===== config.mk =====
export PLATFORM = sky130hd
export DESIGN_NAME = seq_muldiv_flat
export DESIGN_NICKNAME = d
export VERILOG_FILES = /design/src/rtl/seq_muldiv_if.sv /design/src/rtl/seq_muldiv.sv /design/src/flat_wrapper.sv
export SDC_FILE = /design/constraint.sdc
export NUM_CORES = 1
export LEC_CHECK = 0
export ABC_CLOCK_PERIOD_IN_PS = 9000
export BUFFER_PORTS_ARGS = -buffer_cell sky130_fd_sc_hd__buf_2
export CAP_MARGIN = 0
export CORE_MARGIN = 1
export CORE_UTILIZATION = 40
export CTS_BUF_LIST = sky130_fd_sc_hd__clkbuf_16
export DETAILED_ROUTE_END_ITERATION = 10
export GPL_TIMING_DRIVEN = 0
export SYNTH_ARGS = -nofsm -noshare
export SYNTH_HDL_FRONTEND = slang
export SYNTH_SLANG_ARGS = --single-unit

===== constraint.sdc =====
create_clock -name clk -period 9 [get_ports clk]
set_input_delay 0.9 -clock clk [delete_from_list [all_inputs] [get_ports clk]]
set_output_delay 0.9 -clock clk [all_outputs]
set_load 0.01 [all_outputs]

===== src/rtl/seq_muldiv_if.sv =====
// seq_muldiv_if: go/done handshake plus operand and result bus for seq_muldiv
//   master drives go/op/a/b and observes busy/done/result_hi/result_lo/div_by_zero
//   slave (the unit) is the mirror image
interface seq_muldiv_if #(parameter int WIDTH = 8);
  logic go;
  logic [1:0] op;
  logic [WIDTH-1:0] a;
  logic [WIDTH-1:0] b;
  logic busy;
  logic done;
  logic [WIDTH-1:0] result_hi;
  logic [WIDTH-1:0] result_lo;
  logic div_by_zero;
  modport master(output go, op, a, b, input busy, done, result_hi, result_lo, div_by_zero);
  modport slave(input go, op, a, b, output busy, done, result_hi, result_lo, div_by_zero);
endinterface


===== src/rtl/seq_muldiv.sv =====
// seq_muldiv: iterative unsigned/signed multiply and divide, one bit per cycle
//   clk, reset (async, active-high), bus: slave side of seq_muldiv_if
//   op 00 umul, 01 smul (Booth), 10 udiv, 11 sdiv; results hi=product hi/remainder, lo=product lo/quotient
module seq_muldiv #(parameter int WIDTH = 8) (
  input logic clk,
  input logic reset,
  seq_muldiv_if.slave bus
);
  localparam int W = WIDTH;
  localparam int CW = $clog2(WIDTH + 1);
  typedef enum logic [1:0] {IDLE, RUN, DONE} state_t;
  state_t r_state, w_next;
  logic [CW-1:0] r_cnt;
  logic [1:0] r_op;
  logic r_guard, r_neg_q, r_neg_r, r_dbz;
  logic [2*W-1:0] r_acc, w_acc;
  logic [W-1:0] r_b, r_hi, r_lo, w_a_in, w_b_in, w_hi_f, w_lo_f;
  logic [W:0] w_hi_x, w_b_x, w_mul, w_rem, w_diff;
  logic w_zero, w_last;
  always_ff @(posedge clk or posedge reset)
    if (reset) r_state <= IDLE;
    else r_state <= w_next;
  always_comb begin
    w_zero = bus.op[1] && bus.b == '0;
    w_last = r_cnt == CW'(1);
    w_next = r_state == IDLE ? (bus.go ? (w_zero ? DONE : RUN) : IDLE)
           : r_state == RUN ? (w_last ? DONE : RUN) : IDLE;
  end
  // Accumulator upper half is carried one bit wider so the Booth add/sub of the
  // most negative multiplicand and the unsigned carry-out are never lost.
  always_comb begin
    w_a_in = bus.op == 2'b11 && bus.a[W-1] ? -bus.a : bus.a;
    w_b_in = bus.op == 2'b11 && bus.b[W-1] ? -bus.b : bus.b;
    w_hi_x = {r_op[0] & r_acc[2*W-1], r_acc[2*W-1:W]};
    w_b_x = {r_op[0] & r_b[W-1], r_b};
    w_mul = r_op[0] ? (r_acc[0] == r_guard ? w_hi_x : r_acc[0] ? w_hi_x - w_b_x : w_hi_x + w_b_x)
                    : (r_acc[0] ? w_hi_x + w_b_x : w_hi_x);
    w_rem = {r_acc[2*W-1:W], r_acc[W-1]};
    w_diff = w_rem - {1'b0, r_b};
    w_acc = r_op[1] ? {w_diff[W] ? w_rem[W-1:0] : w_diff[W-1:0], r_acc[W-2:0], ~w_diff[W]}
                    : {w_mul, r_acc[W-1:1]};
    w_lo_f = r_op == 2'b11 && r_neg_q ? -w_acc[W-1:0] : w_acc[W-1:0];
    w_hi_f = r_op == 2'b11 && r_neg_r ? -w_acc[2*W-1:W] : w_acc[2*W-1:W];
  end
  always_ff @(posedge clk or posedge reset)
    if (reset) begin
      r_cnt <= '0;
      r_op <= '0;
      r_acc <= '0;
      r_b <= '0;
      r_guard <= 1'b0;
      r_neg_q <= 1'b0;
      r_neg_r <= 1'b0;
      r_dbz <= 1'b0;
      r_hi <= '0;
      r_lo <= '0;
    end else if (r_state == IDLE && bus.go) begin
      r_op <= bus.op;
      r_dbz <= w_zero;
      if (w_zero) begin
        r_hi <= bus.a;
        r_lo <= '1;
      end else begin
        r_cnt <= CW'(W);
        r_acc <= {{W{1'b0}}, w_a_in};
        r_b <= w_b_in;
        r_guard <= 1'b0;
        r_neg_q <= bus.a[W-1] ^ bus.b[W-1];
        r_neg_r <= bus.a[W-1];
      end
    end else if (r_state == RUN) begin
      r_acc <= w_acc;
      r_guard <= r_acc[0];
      r_cnt <= r_cnt - 1'b1;
      if (w_last) begin
        r_hi <= w_hi_f;
        r_lo <= w_lo_f;
      end
    end
  assign bus.busy = r_state != IDLE;
  assign bus.done = r_state == DONE;
  assign bus.result_hi = r_hi;
  assign bus.result_lo = r_lo;
  assign bus.div_by_zero = r_dbz;
endmodule

===== src/flat_wrapper.sv =====
// flat-port wrapper written by rule: the top's interface ports become plain ports
module seq_muldiv_flat 
#(parameter int WIDTH = 8)
  (clk, reset, bus_go, bus_op, bus_a, bus_b, bus_busy, bus_done, bus_result_hi, bus_result_lo, bus_div_by_zero);
  seq_muldiv_if #(.WIDTH(WIDTH)) bus_i ();
  input logic clk;
  input logic reset;
  input wire logic [$bits(bus_i.go)-1:0] bus_go;
  input wire logic [$bits(bus_i.op)-1:0] bus_op;
  input wire logic [$bits(bus_i.a)-1:0] bus_a;
  input wire logic [$bits(bus_i.b)-1:0] bus_b;
  output wire logic [$bits(bus_i.busy)-1:0] bus_busy;
  output wire logic [$bits(bus_i.done)-1:0] bus_done;
  output wire logic [$bits(bus_i.result_hi)-1:0] bus_result_hi;
  output wire logic [$bits(bus_i.result_lo)-1:0] bus_result_lo;
  output wire logic [$bits(bus_i.div_by_zero)-1:0] bus_div_by_zero;
  assign bus_i.go = bus_go;
  assign bus_i.op = bus_op;
  assign bus_i.a = bus_a;
  assign bus_i.b = bus_b;
  assign bus_busy = bus_i.busy;
  assign bus_done = bus_i.done;
  assign bus_result_hi = bus_i.result_hi;
  assign bus_result_lo = bus_i.result_lo;
  assign bus_div_by_zero = bus_i.div_by_zero;
  seq_muldiv #(.WIDTH(WIDTH)) u_core (.clk(clk), .reset(reset), .bus(bus_i));
endmodule

# Word-level counts from Yosys, hierarchy flattened
# Cells that the tools add are included.
[totals]
ff_bits = 52
output_inout_bits = 19
wordCells = 78
[op_classes]
addsub = 8
eq_ne = 8
muxes = 32
bitwise = 5
n_reduce_logical = 14
[op_table]
columns = ["op", "n"]
rows = [
  ["2-to-1 mux 8 bit", 13],
  ["2-to-1 mux 16 bit", 4],
  ["2-to-1 mux 9 bit", 4],
  ["negator 8 bit", 4],
  ["2-to-1 mux 4 bit", 3],
  ["2-to-1 mux 2 bit", 5],
  ["adder 9 bit", 1],
  ["subtractor 9 x 8 -> 9 bit", 1],
  ["subtractor 9 bit", 1],
  ["logical NOT 8 bit", 1],
  ["== test 2 bit, second input constant", 3],
  ["logical AND 1 bit", 6],
  ["nonzero test 2 bit", 3],
  ["== test 4 x 1 -> 1 bit, second input constant", 1],
  ["AND reduction 2 bit", 2],
  ["subtractor 4 x 1 -> 4 bit, second input constant", 1],
  ["2-to-1 mux 1 bit", 3],
  ["AND reduction 3 bit", 1],
  ["AND 1 bit", 2],
  ["== test 2 x 1 -> 1 bit, second input constant", 1],
  ["logical NOT 2 bit", 1],
  ["!= test 2 x 1 -> 1 bit, second input constant", 1],
  ["!= test 2 bit, second input constant", 1],
  ["inverter 1 bit", 2],
  ["other kinds (2)", 2],
]

# Logic depth before layout (Yosys ltp)
# Gate-level depths: netlist of run 1.
[logic_depth]
depth_word = 11
depth_mapped = 15
mapped_depth_nobuf = 15

# Worst setup path after synthesis of run 1
# Ideal clock, no wire load.
[synth_timing]
kind = "reg2reg"
from = "register u_core.r_acc[7]"
to = "register u_core.r_hi[6], in the netlist u_core.bus.result_hi[6]"
arrival_ns = 2.938
required_time_ns = 8.880
slack_ns = 5.942
path_stages_with_launch = 15
period_less_slack_ns = 3.058
cell_sequence = "dfrtp_1 inv_1 ha_1 inv_1 fa_1 a21oi_1 o22ai_2 mux2i_1 a2bb2oi_1 and2_1 inv_1 ha_1 and4_1 a2111oi_0 and3b_1"
[synth_via]
elab_chain_cells = 8
[synth_rtl]
columns = ["element", "line", "text"]
rows = [
  ["start, declared", "seq_muldiv.sv:16", "logic [2*W-1:0] r_acc, w_acc;"],
  ["start signal, assigned", "seq_muldiv.sv:65", "r_acc <= {{W{1'b0}}, w_a_in};"],
  ["start signal, assigned", "seq_muldiv.sv:72", "r_acc <= w_acc;"],
  ["subtractor 9 x 8 -> 9 bit", "seq_muldiv.sv:39", "w_diff = w_rem - {1'b0, r_b};"],
  ["2-to-1 mux 8 bit (*)", "seq_muldiv.sv:40", "w_acc = r_op[1] ? {w_diff[W] ? w_rem[W-1:0] : w_diff[W-1:0], r_acc[W-2:0], ~w_diff[W]}"],
  ["2-to-1 mux 16 bit (*)", "seq_muldiv.sv:40", ""],
  ["negator 8 bit", "seq_muldiv.sv:43", "w_hi_f = r_op == 2'b11 && r_neg_r ? -w_acc[2*W-1:W] : w_acc[2*W-1:W];"],
  ["2-to-1 mux 8 bit (*)", "seq_muldiv.sv:43", ""],
  ["2-to-1 mux 8 bit (*)", "seq_muldiv.sv:75", "if (w_last) begin"],
  ["2-to-1 mux 8 bit (*)", "seq_muldiv.sv:71", "end else if (r_state == RUN) begin"],
  ["2-to-1 mux 8 bit (*)", "seq_muldiv.sv:57", "end else if (r_state == IDLE && bus.go) begin"],
  ["end signal, assigned", "seq_muldiv.sv:61", "r_hi <= bus.a;"],
  ["end signal, assigned", "seq_muldiv.sv:76", "r_hi <= w_hi_f;"],
  ["end, declared", "seq_muldiv.sv:17", "logic [W-1:0] r_b, r_hi, r_lo, w_a_in, w_b_in, w_hi_f, w_lo_f;"],
]
# Mark *: on every way between the ends. The rest lies on a longest branch, timed or not. The select of a mux whose other input is x is not followed.
# A chain may end at the register's enable or synchronous reset.

# Worst setup path after layout of run 1
# Ends and elaborated chain as after synthesis.

==> impl_metrics.env, run 1 <==
export IMPL_layout_nets=668
export IMPL_drc=0
export IMPL_antenna_left=0
export IMPL_gp_congestion=0.884
export IMPL_routed_via_count=4310
export IMPL_synth_cells=566
export IMPL_final_setup_tns_ps=0
export IMPL_synthTopCellsByArea="dfrtp_1 28%, ha_1 8.4%, o21ai_0 5.8%"
export IMPL_synth_distinct_cells=69
export IMPL_clkSinkCount=52
export IMPL_fp_dieW_um=109
export IMPL_fmax_mhz=273
export IMPL_num_rows=38
export IMPL_r2r_cells=14
export IMPL_crit_path_end_kind="flip-flop"
export IMPL_port_buffers=39
export IMPL_min_delay_start="u_core.bus.div_by_zero"
export IMPL_max_cap_violations=0
export IMPL_cts_hold_buf=0
export IMPL_synth_edf_count=0
export IMPL_die_area_mm2=0.0119
export IMPL_yosysTopAreaCell="dfrtp_1"
export IMPL_grt_max_degree=28
export IMPL_initialDrtViolationCount=384
export IMPL_grt_usage_pct=23.6
export IMPL_synth_nets=621
export IMPL_wl_mm=13.3
export IMPL_cts_root_buf="clkbuf_16"
export IMPL_hpwl_mm=10.4
export IMPL_min_path_type="flip-flop to flip-flop"
export IMPL_start_kind="flip-flop"
export IMPL_grt_pass1_wl_mm=21.4
export IMPL_status="complete, no violations"
export IMPL_core_mm2=0.0110
export IMPL_rsz0062_at_grt="no"
export IMPL_layout_worst_path_cycle_share_pct=40.7
export IMPL_avgRoutedWirePerCell_um=17.6
export IMPL_avgViaCountPerCell=5.72
export IMPL_post_cts_buffers=0
export IMPL_startpoint="u_core.r_acc[7]"
export IMPL_setup_viol=0
export IMPL_diodes=0
export IMPL_hold_violations=0
export IMPL_start_util_pct=41.7
export IMPL_drive_gt1_share_pct=13.0
export IMPL_clock_path_buffers=2
export IMPL_syn_area_mm2=0.00460
export IMPL_area_delta_synth_final_pct=11.8
export IMPL_die_h_um=109
export IMPL_tritoncts="done"
export IMPL_path_clk_slew_ps=80
export IMPL_max_slew_worst_pin_slew_ps=1090
export IMPL_r2r_start="u_core.r_acc[7]"
export IMPL_avgSynthCellArea_um2=8.13
export IMPL_skew_ps=7.92
export IMPL_async_flop_share_pct=100
export IMPL_antenna_found_initial=0
export IMPL_cp_max_fo=6
export IMPL_cts_max_level=2
export IMPL_critical_path_required_ps=9200
export IMPL_ys_seq_elements=52
export IMPL_path_class="flip-flop to flip-flop"
export IMPL_clk_latency_ps=310
export IMPL_numCtsBuffers=5
export IMPL_maxSlewViolCount=0
export IMPL_holdPathStages=1
export IMPL_synth_top_area_share_pct=28.3
export IMPL_ys_seq_area_share_pct=28.3
export IMPL_fin_crit_ps=3660
export IMPL_dr_pass1_iters=5
export IMPL_yosys_warnings=0
export IMPL_grt_overflow_total=0
export IMPL_boundaryPins=40
export IMPL_synthFlopType="dfrtp_1"
export IMPL_cts_resized_gates=0
export IMPL_slew_headroom_pct=27.0
export IMPL_crit_arrival_ps=3860
export IMPL_grt_pass1_vias=4094
==> metal layers <==
metal / vias to the layer above / part of all wire (%) / track usage (%)
li1: 2102 / - / -
met1: 2079 / 48 / 33.6
met2: 112 / 46 / 38.0
met3: 17 / 4.6 / 2.51
met4: 0 / 1.8 / 6.57
met5: - / 0 / 0
==> cells in the final DEF (no fill, tap or decap), types with 4 or more instances in the layout <==
master     instances
a21oi_1           37
a31oi_1           15
and3_1             6
nor2b_1           10
buf_2             41
clkbuf_8           6
o211ai_1           4
nand3_1           15
or3_1              5
clkbuf_1          12
xor2_1            26
xnor2_1           11
nor2_1            56
inv_1             31
nand2_1           59
buf_6              6
a211oi_1           9
a21o_1             9
clkbuf_16          5
nor3_1            18
ha_1              31
o31ai_1            4
mux2i_1           12
o21ai_0           53
dfrtp_1           52
o21a_1             6
nand2b_1           5
==> flip-flops by register name, summed over array words and instances (netlist names) <==
register / flops
u_core.bus.div_by_zero: 1
u_core.bus.result_hi: 8
u_core.bus.result_lo: 8
u_core.r_acc: 16
u_core.r_b: 8
u_core.r_cnt: 4
u_core.r_guard: 1
u_core.r_neg_q: 1
u_core.r_neg_r: 1
u_core.r_op: 2
u_core.r_state: 2
==> final cells by class <==
cell class              instances  area [um2]
plain buffers                  27         213
clock buffers                   5         125
clock inverters                 3        26.3
fillers                      1100        5890
inverters                      33         124
multi-input cells             454        2970
flip-flops and latches         52        1300
well taps                     140         175
repair buffers                 40         215
==> per-stage QoR <==
stage | cells | util [%] | hold WS [ps] | setup slack, ps | area, um2
global route | 754 | 46.6 | 505 | 5050 | 5140
detailed placement | 746 | 45.3 | 465 | 5390 | 4990
finish | 754 | 46.6 | 478 | 5340 | 5140
CTS | 754 | 46.6 | 482 | 5370 | 5140
floorplan | 566 | - | 446 | 5940 | 4600
global placement | 745 | 45.1 | 458 | 5470 | 4970
==> cells in the mapped netlist (3+ instances only) <==
library cell,instances
a211oi_1,9
a21o_1,9
a21oi_1,37
a221oi_1,3
a22oi_1,3
a31oi_1,15
and2_1,3
and3_1,6
buf_6,6
clkbuf_1,12
clkbuf_8,6
dfrtp_1,52
fa_1,3
ha_1,31
inv_1,32
mux2i_1,12
nand2_1,59
nand2b_1,5
nand3_1,15
nor2_1,56
nor2b_1,10
nor3_1,18
nor4_1,3
o211ai_1,4
o21a_1,6
o21ai_0,53
o31ai_1,4
or3_1,5
xnor2_1,11
xor2_1,26
==> kinds of logic after synthesis <==
family | after synthesis | synth area share, %
compound gates | 170 | 23.9
xor+xnor | 37 | 7.04
fa+ha+maj | 34 | 9.73
buf+inv | 60 | 7.31
flops | 52 | 28.3
mux | 14 | 3.10
simple gates | 199 | 20.6
==> path summary, 6_finish.rpt <==
kind	endpoint	slack (ps)
setup reg to reg	u_core.bus.result_hi[6]	5340
hold / removal	u_core.bus.div_by_zero	480
setup / recovery	u_core.bus.result_hi[6]	5340
min in group asynchronous	u_core.bus.div_by_zero	670
hold reg to reg	u_core.bus.div_by_zero	480
max in group asynchronous	u_core.r_acc[0]	7760
==> worst max-delay path, stage by stage, from the launching register on <==
cell and delay (ps):
dfrtp_1 430, inv_1 80, ha_1 150, inv_1 50
fa_1 400, a21oi_1 240, o22ai_2 170, mux2i_1 490
a2bb2oi_1 230, and2_1 170, inv_1 90, ha_1 230
and4_1 170, a2111oi_0 420, and3b_1 230
Power of run 1 is not shown: default switching activity piles up to over one toggle a cycle in this logic, so the estimate is an artifact.
==> inputs of run 2 (changes only) <==
Settings changed: ABC_CLOCK_PERIOD_IN_PS 9000 to 3200.
Clock period 9 ns to 3.2 ns, I/O delays scaled along.
==> run 2 against run 1 <==
Critical path type unchanged; clock-buffer cell count unchanged; critical path depth did not move; final area rose by 6.8%; critical endpoint unchanged.
==> impl_metrics.env, run 2 (same netlist as run 1, synthesis figures left out) <==
export IMPL_status="complete, no violations"
export IMPL_die_area_mm2=0.0119
export IMPL_grt_overflow_total=0
export IMPL_drive_gt1_share_pct=20.7
export IMPL_area_delta_synth_final_pct=19.3
export IMPL_cp_max_fo=6
export IMPL_rrSetupSlack_ps=70
export IMPL_critical_path_required_ps=3400
export IMPL_path_clk_slew_ps=80
export IMPL_routed_via_count=4389
export IMPL_gp_congestion=0.884
export IMPL_r2r_start="u_core.r_acc[7]"
export IMPL_dr_pass1_iters=6
export IMPL_skew_ps=7.32
export IMPL_start_util_pct=41.7
export IMPL_avgViaCountPerCell=5.71
export IMPL_path_class="flip-flop to flip-flop"
export IMPL_grt_usage_pct=24.1
export IMPL_fmax_mhz=319
export IMPL_final_setup_tns_ps=0
export IMPL_start_kind="flip-flop"
export IMPL_boundaryPins=40
export IMPL_fin_crit_ps=3130
export IMPL_maxSlewViolCount=0
export IMPL_grt_pass1_wl_mm=21.7
export IMPL_setup_viol=0
export IMPL_clock_path_buffers=2
export IMPL_hold_violations=0
export IMPL_layout_worst_path_cycle_share_pct=97.9
export IMPL_num_rows=38
export IMPL_tritoncts="done"
export IMPL_initialDrtViolationCount=337
export IMPL_antenna_left=0
export IMPL_grt_max_degree=28
export IMPL_final_common_cell="nand2_1"
export IMPL_layout_nets=682
export IMPL_numCtsBuffers=5
export IMPL_final_util_pct=49.8
export IMPL_core_mm2=0.0110
export IMPL_avgRoutedWirePerCell_um=17.7
export IMPL_antenna_found_initial=0
export IMPL_port_buffers=39
export IMPL_cts_max_level=2
export IMPL_r2r_end="u_core.bus.result_hi[6]"
export IMPL_clk_latency_ps=300
export IMPL_crit_path_end_kind="flip-flop"
export IMPL_rsz0062_at_grt="yes"
export IMPL_grt_pass1_vias=4188
export IMPL_r2r_cells=14
export IMPL_num_fill_cells=1052
export IMPL_slew_headroom_pct=32.1
export IMPL_final_cell_mix="58 x nand2_1, 56 x nor2_1, 50 x o21ai_0, 48 x dfrtp_1, 41 x buf_2"
export IMPL_clkSinkCount=52
export IMPL_regMostFlops="u_core.r_acc"
export IMPL_cts_root_buf="clkbuf_16"
export IMPL_fp_dieW_um=109
export IMPL_min_path_type="input pin to asynchronous set/reset pin"
export IMPL_wl_mm=13.6
export IMPL_max_cap_violations=0
export IMPL_diodes=0
export IMPL_max_slew_worst_pin_slew_ps=1010
export IMPL_die_h_um=109
export IMPL_largest_reg_flops=16
export IMPL_crit_arrival_ps=3330
export IMPL_drc=0
export IMPL_hpwl_mm=10.4
run 2: worst max-delay path by stage:
stage	slack, ps	end	cells past startpoint	startpoint
floorplan	140	u_core.bus.result_hi[6]	14	u_core.r_acc[7]
global placement	-330	u_core.bus.result_hi[7]	13	u_core.r_acc[7]
detailed placement	-410	u_core.bus.result_hi[7]	13	u_core.r_acc[7]
CTS	-8	u_core.bus.result_hi[7]	11	u_core.r_acc[10]
global route	-80	u_core.bus.result_hi[6]	13	u_core.r_b[0]
finish	70	u_core.bus.result_hi[6]	14	u_core.r_acc[7]
run 2: routing by layer:
layer  routed length, um  vias to the layer above  share of wire (%)  track usage [%]
met5                   0                        -                  0                0
met1                6340                     2091                 47             33.8
met2                6200                      144                 46             38.9
li1                    -                     2128                  -                -
met4                 302                        0                2.2             6.95
met3                 756                       26                5.6             2.57
run 2: critical path: stages, from the launching register on:
cell and delay [ps]:
dfrtp_1 390, inv_1 60, ha_1 150, inv_1 60, fa_2 380, a21oi_4 180
o22ai_4 120, mux2i_4 240, buf_4 180, nor2_4 140, a311oi_2 130, or2_1 270
and4_1 230, a2111oi_2 290, and3b_1 210
run 2: area by class of cell:
cell class              count  area [um2]  area share, %
multi-input cells         454        3200           58.3
plain buffers              27         213           3.87
repair buffers             54         320           5.83
flip-flops and latches     52        1310           23.8
clock buffers               5         125           2.28
inverters                  33         124           2.26
well taps                 140         175           3.19
clock inverters             3        26.3          0.478
run 2: metrics by stage:
step / std cells / cell area [um2] / setup slack, ps / hold slack (ps)
floorplan: 566 / 4600 / 142 / 425
finish: 768 / 5490 / 65.8 / 89.7
global placement: 745 / 4970 / -328 / 458
CTS: 759 / 5280 / -8.08 / 107
global route: 768 / 5490 / -83.7 / 134
detailed placement: 746 / 4990 / -411 / 432
run 2: what timing repair did:
| item | 4_1_cts | 5_1_grt |
|---|---|---|
| setup buffers | 5 | 9 |
| setup endpoints to repair | 9 | 9 |
| resized for setup | 24 | 30 |
| endpoints found under the hold margin | 0 | 0 |
| hold buffers | 0 | 0 |
| pin swaps | 6 | 17 |
Power of run 2 is left out for the same reason.
